File: src/rtl/video_timing_gen_pkg.sv
// Raster and scaling constants for the HDMI video timing generator.
// Default build: 1080p60 raster (2200x1125 total, 1920x1080 active) with the
// 240x160 GBA picture scaled by SCALE = maxScaleCnt + 1 and centred in the frame.
package video_timing_gen_pkg;

  // Resolution
  localparam int FRAMEWIDTH  = 1920;
  localparam int FRAMEHEIGHT = 1080;
  localparam int widthMax    = 2200;
  localparam int heightMax   = 1125;

  // Blanking for this resolution
  localparam int DEF_H_FP    = 88;
  localparam int DEF_H_SYNC  = 44;
  localparam int DEF_V_FP    = 4;
  localparam int DEF_V_SYNC  = 5;

  // GBA source picture and integer scale
  localparam int maxScaleCnt = 5;
  localparam int SCALE       = maxScaleCnt + 1;
  localparam int GBA_WIDTH   = 240;
  localparam int GBA_HEIGHT  = 160;

  // Counter widths
  localparam int H_CNT_W     = 12;
  localparam int V_CNT_W     = 11;
  localparam int IDX_W       = 8;

  typedef logic [IDX_W-1:0] idx_t;

  // Left/top offset that centres an img_len*scale picture in frame_len.
  function automatic int center_offset(input int frame_len, input int img_len,
                                       input int scale);
    return (frame_len - img_len * scale) / 2;
  endfunction

  localparam int X_OFF = center_offset(FRAMEWIDTH, GBA_WIDTH, SCALE);
  localparam int Y_OFF = center_offset(FRAMEHEIGHT, GBA_HEIGHT, SCALE);

endpackage

File: src/rtl/video_timing_gen_if.sv
// Video timing bundle between the raster generator and its consumers
// (encoder stage, GBA line-buffer read side).
//   frameSync : 1-cycle pulse from the consumer side, restart raster at (0,0)
//   de        : active video
//   hsync     : horizontal sync (level SYNC_POL when active)
//   vsync     : vertical sync (level SYNC_POL when active)
//   inImage   : pixel lies inside the scaled GBA window
//   gbaX/gbaY : GBA source column/row for the pixel
//   newFrame  : 1-cycle pulse marking raster position (0,0)
// modport master: the generator; modport slave: a consumer.
interface video_timing_gen_if;
  import video_timing_gen_pkg::*;

  logic frameSync;
  logic de;
  logic hsync;
  logic vsync;
  logic inImage;
  idx_t gbaX;
  idx_t gbaY;
  logic newFrame;

  modport master (
    input  frameSync,
    output de, hsync, vsync, inImage, gbaX, gbaY, newFrame
  );

  modport slave (
    output frameSync,
    input  de, hsync, vsync, inImage, gbaX, gbaY, newFrame
  );
endinterface

File: src/rtl/video_timing_gen_scale_counter.sv
// Integer down-scaler index counter. A sub-counter runs 0..SCALE_N-1 on each
// advance; the index steps when the sub-counter wraps and stops at IDX_MAX.
// The registered state is the source index for the raster position the top
// currently holds.
//   clk, rst : pixel clock, synchronous active-high reset
//   clear    : restart sub-counter and index at 0 (priority over advance)
//   advance  : step the sub-counter once
//   idx      : current source index
module video_timing_gen_scale_counter
  import video_timing_gen_pkg::*;
#(
  parameter int SCALE_N = SCALE,
  parameter int IDX_MAX = GBA_WIDTH - 1
) (
  input  logic clk,
  input  logic rst,
  input  logic clear,
  input  logic advance,
  output idx_t idx
);

  localparam int SUB_W = (SCALE_N > 1) ? $clog2(SCALE_N) : 1;
  typedef logic [SUB_W-1:0] sub_t;
  localparam sub_t SUB_LAST = sub_t'(SCALE_N - 1);
  localparam idx_t IDX_LAST = idx_t'(IDX_MAX);

  sub_t sub;

  always_ff @(posedge clk) begin
    if (rst || clear) begin
      sub <= '0;
      idx <= '0;
    end else if (advance) begin
      if (sub == SUB_LAST) begin
        sub <= '0;
        if (idx != IDX_LAST) idx <= idx + idx_t'(1);
      end else begin
        sub <= sub + sub_t'(1);
      end
    end
  end

endmodule

File: src/rtl/video_timing_gen.sv
// Raster timing generator on the HDMI pixel clock. Free-running H/V counters
// produce DE/HSYNC/VSYNC plus GBA source coordinates for an integer-scaled,
// centred 240x160 picture. All outputs are registered: the outputs in a cycle
// describe the raster position held in the previous cycle.
//   clk : pixel clock
//   rst : synchronous active-high reset (priority over frameSync)
//   vid : video_timing_gen_if master (frameSync in; de, hsync, vsync,
//         inImage, gbaX, gbaY, newFrame out)
// Geometry defaults to the package resolution; the overrides exist so the
// same RTL can be built for other rasters.
module video_timing_gen
  import video_timing_gen_pkg::*;
#(
  parameter int FRAME_W    = FRAMEWIDTH,
  parameter int FRAME_H    = FRAMEHEIGHT,
  parameter int WIDTH_MAX  = widthMax,
  parameter int HEIGHT_MAX = heightMax,
  parameter int H_FP       = DEF_H_FP,
  parameter int H_SYNC     = DEF_H_SYNC,
  parameter int V_FP       = DEF_V_FP,
  parameter int V_SYNC     = DEF_V_SYNC,
  parameter bit SYNC_POL   = 1'b1,
  parameter int IMG_W      = GBA_WIDTH,
  parameter int IMG_H      = GBA_HEIGHT,
  parameter int IMG_SCALE  = SCALE
) (
  input  logic                clk,
  input  logic                rst,
  video_timing_gen_if.master  vid
);

  typedef logic [H_CNT_W-1:0] hcnt_t;
  typedef logic [V_CNT_W-1:0] vcnt_t;

  localparam int IMG_X0 = center_offset(FRAME_W, IMG_W, IMG_SCALE);
  localparam int IMG_Y0 = center_offset(FRAME_H, IMG_H, IMG_SCALE);

  localparam hcnt_t X_LAST = hcnt_t'(WIDTH_MAX - 1);
  localparam vcnt_t Y_LAST = vcnt_t'(HEIGHT_MAX - 1);
  localparam hcnt_t X_ACT  = hcnt_t'(FRAME_W);
  localparam vcnt_t Y_ACT  = vcnt_t'(FRAME_H);
  localparam hcnt_t HS_ON  = hcnt_t'(FRAME_W + H_FP);
  localparam hcnt_t HS_OFF = hcnt_t'(FRAME_W + H_FP + H_SYNC);
  localparam vcnt_t VS_ON  = vcnt_t'(FRAME_H + V_FP);
  localparam vcnt_t VS_OFF = vcnt_t'(FRAME_H + V_FP + V_SYNC);
  localparam hcnt_t IX_ON  = hcnt_t'(IMG_X0);
  localparam hcnt_t IX_OFF = hcnt_t'(IMG_X0 + IMG_W * IMG_SCALE);
  localparam vcnt_t IY_ON  = vcnt_t'(IMG_Y0);
  localparam vcnt_t IY_OFF = vcnt_t'(IMG_Y0 + IMG_H * IMG_SCALE);

  hcnt_t x_p0;
  vcnt_t y_p0;
  hcnt_t x_nxt;
  vcnt_t y_nxt;
  logic  line_end;
  logic  x_clr, x_adv, y_clr, y_adv;
  idx_t  x_idx, y_idx;

  logic  de_p1, hsync_p1, vsync_p1, in_image_p1, new_frame_p1;
  idx_t  gba_x_p1, gba_y_p1;

  // Stage p0: raster position and scaler state for the position held now.
  // The scalers are steered by the position about to be entered, so their
  // state always matches x_p0/y_p0.
  always_comb begin
    line_end = (x_p0 == X_LAST);
    x_nxt    = line_end ? '0 : x_p0 + hcnt_t'(1);
    y_nxt    = y_p0;
    if (line_end) y_nxt = (y_p0 == Y_LAST) ? '0 : y_p0 + vcnt_t'(1);
    if (vid.frameSync) begin
      x_nxt = '0;
      y_nxt = '0;
    end

    x_clr = vid.frameSync || (x_nxt == IX_ON);
    x_adv = (x_nxt > IX_ON) && (x_nxt < IX_OFF);
    y_clr = vid.frameSync || ((x_nxt == '0) && (y_nxt == IY_ON));
    y_adv = line_end && (y_p0 >= IY_ON) && (y_p0 < IY_OFF);
  end

  video_timing_gen_scale_counter #(
    .SCALE_N (IMG_SCALE),
    .IDX_MAX (IMG_W - 1)
  ) u_x_scale (
    .clk     (clk),
    .rst     (rst),
    .clear   (x_clr),
    .advance (x_adv),
    .idx     (x_idx)
  );

  video_timing_gen_scale_counter #(
    .SCALE_N (IMG_SCALE),
    .IDX_MAX (IMG_H - 1)
  ) u_y_scale (
    .clk     (clk),
    .rst     (rst),
    .clear   (y_clr),
    .advance (y_adv),
    .idx     (y_idx)
  );

  always_ff @(posedge clk) begin
    if (rst) begin
      x_p0         <= '0;
      y_p0         <= '0;
      de_p1        <= 1'b0;
      hsync_p1     <= ~SYNC_POL;
      vsync_p1     <= ~SYNC_POL;
      in_image_p1  <= 1'b0;
      gba_x_p1     <= '0;
      gba_y_p1     <= '0;
      new_frame_p1 <= 1'b0;
    end else begin
      x_p0         <= x_nxt;
      y_p0         <= y_nxt;
      // Stage p1: decode of the p0 position.
      de_p1        <= (x_p0 < X_ACT) && (y_p0 < Y_ACT);
      hsync_p1     <= ((x_p0 >= HS_ON) && (x_p0 < HS_OFF)) ? SYNC_POL : ~SYNC_POL;
      vsync_p1     <= ((y_p0 >= VS_ON) && (y_p0 < VS_OFF)) ? SYNC_POL : ~SYNC_POL;
      in_image_p1  <= (x_p0 >= IX_ON) && (x_p0 < IX_OFF) &&
                      (y_p0 >= IY_ON) && (y_p0 < IY_OFF);
      gba_x_p1     <= x_idx;
      gba_y_p1     <= y_idx;
      new_frame_p1 <= (x_p0 == '0) && (y_p0 == '0);
    end
  end

  assign vid.de       = de_p1;
  assign vid.hsync    = hsync_p1;
  assign vid.vsync    = vsync_p1;
  assign vid.inImage  = in_image_p1;
  assign vid.gbaX     = gba_x_p1;
  assign vid.gbaY     = gba_y_p1;
  assign vid.newFrame = new_frame_p1;

endmodule

File: src/flat_wrapper.sv
// flat-port wrapper written by rule: the top's interface ports become plain ports
module video_timing_gen_flat import video_timing_gen_pkg::*;
#(
  parameter int FRAME_W    = FRAMEWIDTH,
  parameter int FRAME_H    = FRAMEHEIGHT,
  parameter int WIDTH_MAX  = widthMax,
  parameter int HEIGHT_MAX = heightMax,
  parameter int H_FP       = DEF_H_FP,
  parameter int H_SYNC     = DEF_H_SYNC,
  parameter int V_FP       = DEF_V_FP,
  parameter int V_SYNC     = DEF_V_SYNC,
  parameter bit SYNC_POL   = 1'b1,
  parameter int IMG_W      = GBA_WIDTH,
  parameter int IMG_H      = GBA_HEIGHT,
  parameter int IMG_SCALE  = SCALE
)
  (clk, rst, vid_frameSync, vid_de, vid_hsync, vid_vsync, vid_inImage, vid_gbaX, vid_gbaY, vid_newFrame);
  video_timing_gen_if vid_i ();
  input  logic clk;
  input  logic rst;
  input wire logic [$bits(vid_i.frameSync)-1:0] vid_frameSync;
  output wire logic [$bits(vid_i.de)-1:0] vid_de;
  output wire logic [$bits(vid_i.hsync)-1:0] vid_hsync;
  output wire logic [$bits(vid_i.vsync)-1:0] vid_vsync;
  output wire logic [$bits(vid_i.inImage)-1:0] vid_inImage;
  output wire logic [$bits(vid_i.gbaX)-1:0] vid_gbaX;
  output wire logic [$bits(vid_i.gbaY)-1:0] vid_gbaY;
  output wire logic [$bits(vid_i.newFrame)-1:0] vid_newFrame;
  assign vid_i.frameSync = vid_frameSync;
  assign vid_de = vid_i.de;
  assign vid_hsync = vid_i.hsync;
  assign vid_vsync = vid_i.vsync;
  assign vid_inImage = vid_i.inImage;
  assign vid_gbaX = vid_i.gbaX;
  assign vid_gbaY = vid_i.gbaY;
  assign vid_newFrame = vid_i.newFrame;
  video_timing_gen #(.FRAME_W(FRAME_W), .FRAME_H(FRAME_H), .WIDTH_MAX(WIDTH_MAX), .HEIGHT_MAX(HEIGHT_MAX), .H_FP(H_FP), .H_SYNC(H_SYNC), .V_FP(V_FP), .V_SYNC(V_SYNC), .SYNC_POL(SYNC_POL), .IMG_W(IMG_W), .IMG_H(IMG_H), .IMG_SCALE(IMG_SCALE)) u_core (.clk(clk), .rst(rst), .vid(vid_i));
endmodule
File: config.mk
export PLATFORM = sky130hd
export DESIGN_NAME = video_timing_gen_flat
export DESIGN_NICKNAME = d
export VERILOG_FILES = /design/src/rtl/video_timing_gen_pkg.sv /design/src/rtl/video_timing_gen_if.sv /design/src/rtl/video_timing_gen_scale_counter.sv /design/src/rtl/video_timing_gen.sv /design/src/flat_wrapper.sv
export SDC_FILE = /design/constraint.sdc
export NUM_CORES = 1
export LEC_CHECK = 0
export ABC_AREA = 1
export CELL_PAD_IN_SITES_DETAIL_PLACEMENT = 1
export CELL_PAD_IN_SITES_GLOBAL_PLACEMENT = 2
export CORE_ASPECT_RATIO = 1.5
export CORE_UTILIZATION = 36
export CTS_CLUSTER_DIAMETER = 30
export DETAILED_ROUTE_END_ITERATION = 10
export PLACE_DENSITY_LB_ADDON = 0.2
export SLEW_MARGIN = 40
export SYNTH_ARGS = -nofsm -noshare
export SYNTH_HDL_FRONTEND = slang
export SYNTH_SLANG_ARGS = --single-unit
File: constraint.sdc
create_clock -name clk -period 5.6 [get_ports clk]
set_clock_uncertainty 0.05 [all_clocks]
set_input_delay 0.84 -clock clk [delete_from_list [all_inputs] [get_ports clk]]
set_output_delay 0.84 -clock clk [all_outputs]
set_load 0.02 [all_outputs]
==> results of run 1 <==
[final timing paths]
path | from | to | slack (ns) | depth (start not counted)
max | vid_frameSync | u_core.u_y_scale.idx[5] | 2.63 | 11
min | u_core.u_x_scale.idx[6] | u_core.vid.gbaX[6] | 0.42 | 2
max reg2reg | u_core.x_p0[0] | u_core.u_y_scale.idx[5] | 2.96 | 12
min reg2reg | u_core.u_x_scale.idx[6] | u_core.vid.gbaX[6] | 0.42 | 2
[Yosys cell counts (5+ instances only)]
cell	n
sky130_fd_sc_hd__a21oi_1	10
sky130_fd_sc_hd__clkbuf_1	6
sky130_fd_sc_hd__dfxtp_1	66
sky130_fd_sc_hd__ha_1	6
sky130_fd_sc_hd__inv_1	72
sky130_fd_sc_hd__inv_2	5
sky130_fd_sc_hd__mux2i_1	5
sky130_fd_sc_hd__nand2_1	85
sky130_fd_sc_hd__nand2_2	12
sky130_fd_sc_hd__nand3_1	42
sky130_fd_sc_hd__nand4_1	14
sky130_fd_sc_hd__nor2_1	89
sky130_fd_sc_hd__nor2_2	14
sky130_fd_sc_hd__nor2_4	6
sky130_fd_sc_hd__nor3_1	13
sky130_fd_sc_hd__nor4_1	6
sky130_fd_sc_hd__o21ai_0	10
sky130_fd_sc_hd__xor2_1	13
[power by group]
part / internal, µW / switching, µW / total, µW
sequential: 471 / 1.07 / 472
combinational: 7.79 / 19.4 / 27.2
clock: 457 / 208 / 666
[state kept, by name (all words and copies together), names as in the netlist, 3 cells and up]
signal                flops
u_core.u_x_scale.sub      3
u_core.vid.gbaY           8
u_core.u_y_scale.sub      3
u_core.vid.gbaX           8
u_core.x_p0              12
u_core.u_y_scale.idx      8
u_core.y_p0              11
u_core.u_x_scale.idx      8
[cell type report]
class / count / share of cell area
clock buffer: 11 / 0.0609
clock inverter: 5 / 0.0241
inverter: 77 / 0.0696
multi-input combinational: 347 / 0.436
sequential: 66 / 0.318
tap: 112 / 0.0337
timing repair buffer: 24 / 0.0572
[metal layers]
layer,wire [µm],GRT usage
met4,179,0.0866
met3,270,0.0401
met1,4100,0.243
met5,0,0
met2,5330,0.405
[worst max-delay path, cell delays in order]
cell and delay [ns]:
sky130_fd_sc_hd__clkdlybuf4s50_1 0.45, sky130_fd_sc_hd__inv_1 0.46, sky130_fd_sc_hd__nand2_4 0.14, sky130_fd_sc_hd__o21ai_1 0.19, sky130_fd_sc_hd__nand3_1 0.14, sky130_fd_sc_hd__nor2_1 0.13
sky130_fd_sc_hd__nand3_1 0.07, sky130_fd_sc_hd__nor2_1 0.09, sky130_fd_sc_hd__nand3_1 0.07, sky130_fd_sc_hd__nand2_1 0.44, sky130_fd_sc_hd__nor2_1 0.08
[logic make-up after synthesis]
group | synth area share
buf+inv | 0.0990
compound gates | 0.0619
xor+xnor | 0.0353
flops | 0.380
fa+ha+maj | 0.0216
mux | 0.0144
simple gates | 0.388
[placed cells by master, fill, tap and decap left out, drive strengths merged]
cell type,count
o21ai,16
nand3,44
clkinv,2
nor4,6
buf,1
a221oi,1
nand2,98
clkbuf,11
dfxtp,66
xnor2,1
clkdlybuf4s50,23
nand3b,3
o2111ai,1
o32ai,1
nor3,13
o211ai,3
a31oi,1
o41ai,1
inv,77
a21oi,10
xor2,13
a211oi,1
ha,6
mux2i,5
nand4,14
bufinv,3
nor2,109
[stage by stage]
step	utilization	cell area, µm²	total power (µW)
global placement	0.408	3800	510
finish	0.446	4150	1170
floorplan	-	3480	501
global route	0.446	4150	1190
CTS	0.446	4150	1170
detailed placement	0.408	3800	511
==> flow_summary.toml, run 1 <==
[run_status]
status = "completed"

[die]
row_count = 43
floorplan.core_area_um2 = 9310
design.die.area_um2 = 10100
dieWidth_um = 82.2
initial_core_util = 0.374
num_io_pins = 24
die_h_um = 122

[yosys]
syn_nets = 509
ys_types = 35
synthDominantCellAreaShare = 0.380
synth_seq_cells = 66
syn-mean-instance-area_um2 = 6.95
synth-edff-count = 0
post_synth_instance_area_um2 = 3480
ys_dominant_reg_cell = "sky130_fd_sc_hd__dfxtp_1"
post_synth_main_area_contributors = "sky130_fd_sc_hd__dfxtp_1, sky130_fd_sc_hd__nor2_1, sky130_fd_sc_hd__nand2_1"
synthArstFlopShare = 0
post_synth_inst_count = 500
synth_largest_area_cell = "sky130_fd_sc_hd__dfxtp_1"
synth_warnings = 0
ys_seq_area_frac = 0.380

[clock_tree]
tritoncts_num_sinks = 66
cts_hold_buf = 0
clk_transition_reported_paths_ns = 0.05
clk_root_buffer_cell = "sky130_fd_sc_hd__clkbuf_16"
ctsResizeCount = 0
cts-buffers-inserted = 9
clk_path_buf_depth = 2
source_to_sink_clock_delay_at_the_later_pin_of_the_worst_skew_pair_ns = 0.33
cts_htree_levels = 3
tritoncts_clock_tree = "done"
post-cts-setup-buffers = 0

[sta]
post-route-worst-setup-slack_ns = 2.63
hold_ws_ns = 0.417
setup_viol = 0
maxSlewViolCount = 0
relSlewSlack = 0.561
max_clock_freq_mhz = 336
timing_worst_slew_pin_value_ns = 0.659
fin_crit_sh = 0.531
tns_setup_ns = 0
hold_viol = 0
rsz0062_at_grt = "false"
fin_crit_ns = 2.97

[cells_and_area]
drive_above_1_share = 0.115
antenna_cells = 0
post_layout_nonfiller_instances = 642
multi_input_comb_area_um2 = 1810
area_added_between_synthesis_and_finish_pct = 19.4
count_of_nets_after_finishing = 534
n_fill_cell = 1219
seq_area_um2 = 1320

[placement]
gp_routability_congestion = 0.851
dp_cells = 626
place.port_buffers = 23
placement.setup.worst_slack_ns = 2.24
place_hpwl_mm = 7.47

[worst_hold_path]
min_path_type = "reg -> reg"

[route]
drt_first_iter_violations = 114
via_count = 3260
wl_mm = 9.88
ant_nets = 0
drt-vias-per-instance = 5.08
routedWlPerCell_um = 15.4
dr.pass1.iters = 4
drt_drc_violations_left = 0

[pwr]
power.ir.vdd_worst_mv = 0.147
power_leakage_uw = 0.00166
power_density_nw_per_um2 = 281

[global_routing]
grt-ovfl-total = 0
grtUsageTotal = 0.221
grt_pass1_wl_mm = 16.8
number_of_antenna_violations_at_the_first_check_in_global_routing = 0
pin_count_of_the_biggest_net_entering_global_routing = 38
grt_pass1_vias = 3456

[run]
max_cap_viol_count = 0

[worst_setup_path]
worstPathArrival_ns = 3.12
critPathMaxFanout = 16
worst_setup_path_end_kind = "register"
critPathKind = "in -> reg"
launching_element_type_of_the_critical_path = "input port"
crit_required_ns = 5.74
No activity file was read; power rests on OpenSTA's default activity.
==> run 2, diff against run 1 <==
--- a/config.mk
+++ b/config.mk
@@ -9,7 +9,7 @@
 export CELL_PAD_IN_SITES_DETAIL_PLACEMENT = 1
 export CELL_PAD_IN_SITES_GLOBAL_PLACEMENT = 2
 export CORE_ASPECT_RATIO = 1.5
-export CORE_UTILIZATION = 36
+export CORE_UTILIZATION = 30
 export CTS_CLUSTER_DIAMETER = 30
 export DETAILED_ROUTE_END_ITERATION = 10
 export PLACE_DENSITY_LB_ADDON = 0.2
==> constraint.sdc (replaced) <==
create_clock -name clk -period 2.45 [get_ports clk]
set_clock_uncertainty 0.05 [all_clocks]
set_input_delay 0.3675 -clock clk [delete_from_list [all_inputs] [get_ports clk]]
set_output_delay 0.3675 -clock clk [all_outputs]
set_load 0.02 [all_outputs]
==> flow_summary.toml, run 2 (synthesized netlist as in run 1, its figures left out) <==
[pwr]
power_frac_clock = 0.547
power.ir.vdd_worst_mv = 0.346
power_leakage_uw = 0.00181
switching_share = 0.210
fraction_of_power_consumed_by_sequential_logic = 0.422
netSwitchingPower_uw = 537
cell_int_power_uw = 2020
power_density_nw_per_um2 = 574
power_frac_comb = 0.031
total_power_uw = 2560

[sta]
max_clock_freq_mhz = 446
fin_crit_ns = 2.24
maxSlewViolCount = 0
fin_crit_sh = 0.915
timing_worst_slew_pin_value_ns = 0.653
hold_viol = 0
setup_viol = 0
tns_setup_ns = 0
relSlewSlack = 0.565
rsz0062_at_grt = "false"

[cells_and_area]
drive_above_1_share = 0.177
area_added_between_synthesis_and_finish_pct = 28.1
reg_top3 = "u_core.x_p0 x12, u_core.y_p0 x11"
registers.top_by_ff_count = "u_core.x_p0"
antenna_cells = 0
mostFrequentLayoutCells = "sky130_fd_sc_hd__nor2_1, sky130_fd_sc_hd__nand2_1, sky130_fd_sc_hd__inv_1"
count_of_nets_after_finishing = 568
mostFrequentLayoutCell = "sky130_fd_sc_hd__nor2_1"
n_fill_cell = 1425
largest_register_ff_count = 12

[route]
routedWlPerCell_um = 14.9
drt-vias-per-instance = 4.74
drt_drc_violations_left = 0
drt_first_iter_violations = 85
dr.pass1.iters = 4
wl_mm = 10.6
via_count = 3369
ant_nets = 0

[die]
die_h_um = 134
initial_core_util = 0.311
dieWidth_um = 89.9
floorplan.core_area_um2 = 11200
design.die.area_um2 = 12000
num_io_pins = 24
row_count = 47

[clock_tree]
clk_path_buf_depth = 2
source_to_sink_clock_delay_at_the_later_pin_of_the_worst_skew_pair_ns = 0.33
clk_root_buffer_cell = "sky130_fd_sc_hd__clkbuf_16"
cts_htree_levels = 3
tritoncts_num_sinks = 66
tritoncts_clock_tree = "done"
clk_transition_reported_paths_ns = 0.06
cts-buffers-inserted = 9

[worst_setup_path]
worstSetupStartpoint = "u_core.x_p0[1]"
worst_setup_path_end_kind = "register"
worst_r2r_startpoint = "u_core.x_p0[1]"
critPathKind = "reg -> reg"
r2r_slack_ns = 0.21
timing.rr.end = "u_core.u_y_scale.idx[5]"
worstPathArrival_ns = 2.42
launching_element_type_of_the_critical_path = "register"
reg2regPathDepth = 16
critPathMaxFanout = 11
crit_required_ns = 2.63

[worst_hold_path]
min_path_type = "reg -> reg"
min_from = "u_core.u_x_scale.idx[6]"
min_delay_worst_endpoint = "u_core.vid.gbaX[6]"
hold-path-cell-count = 2

[global_routing]
pin_count_of_the_biggest_net_entering_global_routing = 22
grt-ovfl-total = 0
number_of_antenna_violations_at_the_first_check_in_global_routing = 0
grt_pass1_vias = 3543
grt_pass1_wl_mm = 17.6
grtUsageTotal = 0.187

[placement]
place_hpwl_mm = 8.27
place.port_buffers = 23
gp_routability_congestion = 0.815

[run_status]
status = "completed"

[run]
max_cap_viol_count = 0
## run 2: cell count changes in the layout (fill, tap and decap cells not counted), moves of 2 or more
cell,before,now
sky130_fd_sc_hd__buf_4,1,32
sky130_fd_sc_hd__nand3_2,1,3
sky130_fd_sc_hd__nor2_2,14,17
sky130_fd_sc_hd__nor2_1,89,87
## run 2: power by group through the flow
| stage | registers (µW) | clock network (µW) | logic [µW] |
|---|---|---|---|
| 4_1_cts | 1080 | 1440 | 82.3 |
| 3_3_place_gp | 1100 | 0 | 81.0 |
| 6_report | 1080 | 1400 | 80.3 |
| 5_1_grt | 1080 | 1480 | 87.9 |
| 2_1_floorplan | 1110 | 0 | 40.4 |
| 3_5_place_dp | 1100 | 0 | 81.8 |
## run 2: how the worst max path moves through the flow
stage               slack [ns]  depth (start not counted)                       to
floorplan                 0.38                         16  u_core.u_y_scale.idx[3]
detailed placement        0.01                         13  u_core.u_x_scale.sub[1]
global placement          0.07                         13  u_core.u_x_scale.idx[6]
CTS                       0.12                         16  u_core.u_y_scale.idx[5]
global route             0.007                         16  u_core.u_y_scale.idx[5]
finish                    0.21                         16  u_core.u_y_scale.idx[5]
## run 2: cell type report
| type | count | area [µm²] | area share |
|---|---|---|---|
| multi-input combinational | 349 | 1850 | 0.415 |
| sequential | 66 | 1320 | 0.297 |
| timing repair buffer | 56 | 490 | 0.110 |
| inverter | 77 | 289 | 0.0649 |
| clock buffer | 11 | 243 | 0.0545 |
| tap | 147 | 184 | 0.0413 |
| clock inverter | 5 | 77.6 | 0.0174 |
## run 2: through the flow
stage                     area (µm²)  hold slack (ns)  setup slack, ns  utilization  cells
final                           4460            0.418            0.208        0.399    711
after global routing            4460            0.443          0.00705        0.399    711
after CTS                       4410            0.420            0.122        0.395    708
after detailed placement        4090            0.406           0.0105        0.366    692
after global placement          4090            0.413           0.0668        0.366    692
after floorplan                 3480            0.380            0.375            -    500
## run 2: metal layers
layer  GRT usage  routed length [µm]  up-vias
met5           0                   0        -
met4      0.0735                 269        0
met3      0.0374                 304       18
met2       0.359                5740       49
met1       0.198                4280     1594
li1            -                   -     1708
## run 2: timing repair
action	CTS	global route
endpoints found under the setup margin	0	16
gates resized for setup	0	7
hold buffers	0	0
buffers inserted	0	1
## run 2: worst max-delay path, cell delays in order (launching register included)
cell and delay, ns:
sky130_fd_sc_hd__dfxtp_1 0.33, sky130_fd_sc_hd__ha_2 0.20, sky130_fd_sc_hd__nand2_2 0.08, sky130_fd_sc_hd__nor2_4 0.20, sky130_fd_sc_hd__nand3_4 0.15, sky130_fd_sc_hd__nand2_4 0.09
sky130_fd_sc_hd__buf_4 0.14, sky130_fd_sc_hd__nor2_2 0.05, sky130_fd_sc_hd__nand2_2 0.08, sky130_fd_sc_hd__nand2_2 0.06, sky130_fd_sc_hd__nor2_4 0.11, sky130_fd_sc_hd__o21ai_1 0.07
sky130_fd_sc_hd__nor2_1 0.11, sky130_fd_sc_hd__nand3_1 0.08, sky130_fd_sc_hd__nand2_1 0.11, sky130_fd_sc_hd__buf_12 0.16, sky130_fd_sc_hd__nor2_1 0.04
==> run 3, diff against run 2 <==
--- a/config.mk
+++ b/config.mk
@@ -12,7 +12,7 @@
 export CORE_UTILIZATION = 30
 export CTS_CLUSTER_DIAMETER = 30
 export DETAILED_ROUTE_END_ITERATION = 10
-export PLACE_DENSITY_LB_ADDON = 0.2
+export PLACE_DENSITY = 0.72
 export SLEW_MARGIN = 40
 export SYNTH_ARGS = -nofsm -noshare
 export SYNTH_HDL_FRONTEND = slang
==> flow_summary.toml, run 3 (synthesized netlist as in run 1, its figures left out) <==
[run_status]
status = "completed"

[worst_setup_path]
reg2regPathDepth = 15
worst_r2r_startpoint = "u_core.x_p0[0]"
r2r_slack_ns = 0.19
critical_path.max_stage_delay_ns = 0.34
path_depth = 15
critPathMaxFanout = 4
critical_path_cell_sequence = "ha_2 > buf_4 > nand3_2 > o21ai_2 > nand2_1 > nor2_2 > nand2_1 > nor2_2 > nand2_1 > nand2_2 > nand2_2 > nor2_2 > nand2_1 > nand2_1 > nor2_1"
launching_element_type_of_the_critical_path = "register"
worstSetupStartpoint = "u_core.x_p0[0]"
worstPathArrival_ns = 2.43
cp.buffers_inverters = 1
worst_setup_path_end_kind = "register"
critPathCapture = "u_core.u_x_scale.sub[1]"
critPathKind = "reg -> reg"
crit_top_cell = "sky130_fd_sc_hd__nand2_1"
critical_path.slowest_cell = "sky130_fd_sc_hd__dfxtp_1"
timing.rr.end = "u_core.u_x_scale.sub[1]"
path_delay_family = "simple AND/OR/NAND/NOR gates"
crit_required_ns = 2.63

[global_routing]
grtUsageTotal = 0.186
number_of_antenna_violations_at_the_first_check_in_global_routing = 0
grt_pass1_wl_mm = 17.5
grt_pass1_vias = 3535
pin_count_of_the_biggest_net_entering_global_routing = 37
grt-ovfl-total = 0

[route]
drt-vias-per-instance = 4.75
ant_nets = 0
drt_first_iter_violations = 142
via_count = 3388
routedWlPerCell_um = 14.9
drt_drc_violations_left = 0
dr.pass1.iters = 4
wl_mm = 10.6

[sta]
fin_crit_ns = 2.26
rsz0062_at_grt = "true"
fin_crit_sh = 0.921
maxSlewViolCount = 0
setup_viol = 0
hold_viol = 0
timing_worst_slew_pin_value_ns = 0.427
relSlewSlack = 0.713
tns_setup_ns = 0
max_clock_freq_mhz = 443

[placement]
place_hpwl_mm = 8.19
place.port_buffers = 23
gp_routability_congestion = 0.832

[clock_tree]
clk_root_buffer_cell = "sky130_fd_sc_hd__clkbuf_16"
clk_transition_reported_paths_ns = 0.05
source_to_sink_clock_delay_at_the_later_pin_of_the_worst_skew_pair_ns = 0.33
cts-buffers-inserted = 9
tritoncts_num_sinks = 66
tritoncts_clock_tree = "done"
clk_path_buf_depth = 2
cts_htree_levels = 3

[die]
row_count = 47
floorplan.core_area_um2 = 11200
dieWidth_um = 89.9
die_h_um = 134
design.die.area_um2 = 12000
num_io_pins = 24
initial_core_util = 0.311

[cells_and_area]
mostFrequentLayoutCells = "sky130_fd_sc_hd__nor2_1, sky130_fd_sc_hd__nand2_1, sky130_fd_sc_hd__inv_1"
mostFrequentLayoutCell = "sky130_fd_sc_hd__nor2_1"
registers.top_by_ff_count = "u_core.x_p0"
drive_above_1_share = 0.182
postLayoutCoreUtil = 0.404
reg_top3 = "u_core.x_p0 x12, u_core.y_p0 x11"
antenna_cells = 0
count_of_nets_after_finishing = 571
area_added_between_synthesis_and_finish_pct = 29.7
largest_register_ff_count = 12

[pwr]
power_leakage_uw = 0.00183
power_density_nw_per_um2 = 588
power.ir.vdd_worst_mv = 0.395

[worst_hold_path]
min_from = "u_core.u_x_scale.idx[6]"
min_path_type = "reg -> reg"

[run]
max_cap_viol_count = 0
run 3: layout make-up:
cell class / instances / area, µm²
inverters: 77 / 289
clock buffers: 10 / 239
repair buffers: 60 / 520
well taps: 147 / 184
clock inverters: 5 / 103
flip-flops and latches: 66 / 1320
multi-input cells: 348 / 1850
fillers: 1442 / 6660
run 3: worst min-delay path by stage:
stage | to | depth (start not counted)
after floorplan | u_core.vid.gbaX[6] | 2
after global placement | u_core.vid.gbaX[6] | 2
after detailed placement | u_core.vid.gbaX[6] | 2
after CTS | u_core.vid.gbaX[6] | 2
after global routing | u_core.vid.gbaX[6] | 2
final | u_core.vid.gbaX[6] | 2
run 3: tightest hold or removal path: stages (launching register included):
cell and delay, ns:
sky130_fd_sc_hd__dfxtp_1 0.33, sky130_fd_sc_hd__inv_1 0.06, sky130_fd_sc_hd__nor2_1 0.03
run 3: repair_timing:
item                                    4_1_cts  5_1_grt
setup buffers                                 0        4
gates resized for setup                       0        9
hold buffers                                  0        0
endpoints found under the setup margin        0       20
endpoints found under the hold margin         0        0
run 3: metrics by stage:
stage | instances | area [µm²] | setup slack, ns | hold slack (ns) | power, µW
after floorplan | 500 | 3480 | 0.375 | 0.380 | 1150
after global placement | 693 | 4100 | 0.0648 | 0.404 | 1180
after detailed placement | 693 | 4100 | -0.0397 | 0.412 | 1180
after CTS | 708 | 4440 | 0.0573 | 0.421 | 2680
after global routing | 713 | 4510 | -0.00735 | 0.434 | 2740
final | 713 | 4510 | 0.194 | 0.413 | 2650
run 3: per-layer routing:
metal,GRT usage,routed length [µm],vias to the layer above
met4,0.0636,204,0
met1,0.198,4330,1617
li1,-,-,1708
met5,0,0,-
met2,0.363,5800,49
met3,0.0374,293,14
run 3: report_power, final:
| part | leakage, µW | total [µW] | switching, µW | internal, µW |
|---|---|---|---|---|
| logic | 0.00113 | 79.6 | 50.1 | 29.5 |
| clock network | 0.000165 | 1490 | 480 | 1010 |
| registers | 0.000532 | 1080 | 1.54 | 1080 |
| total | 0.00183 | 2650 | 532 | 2120 |
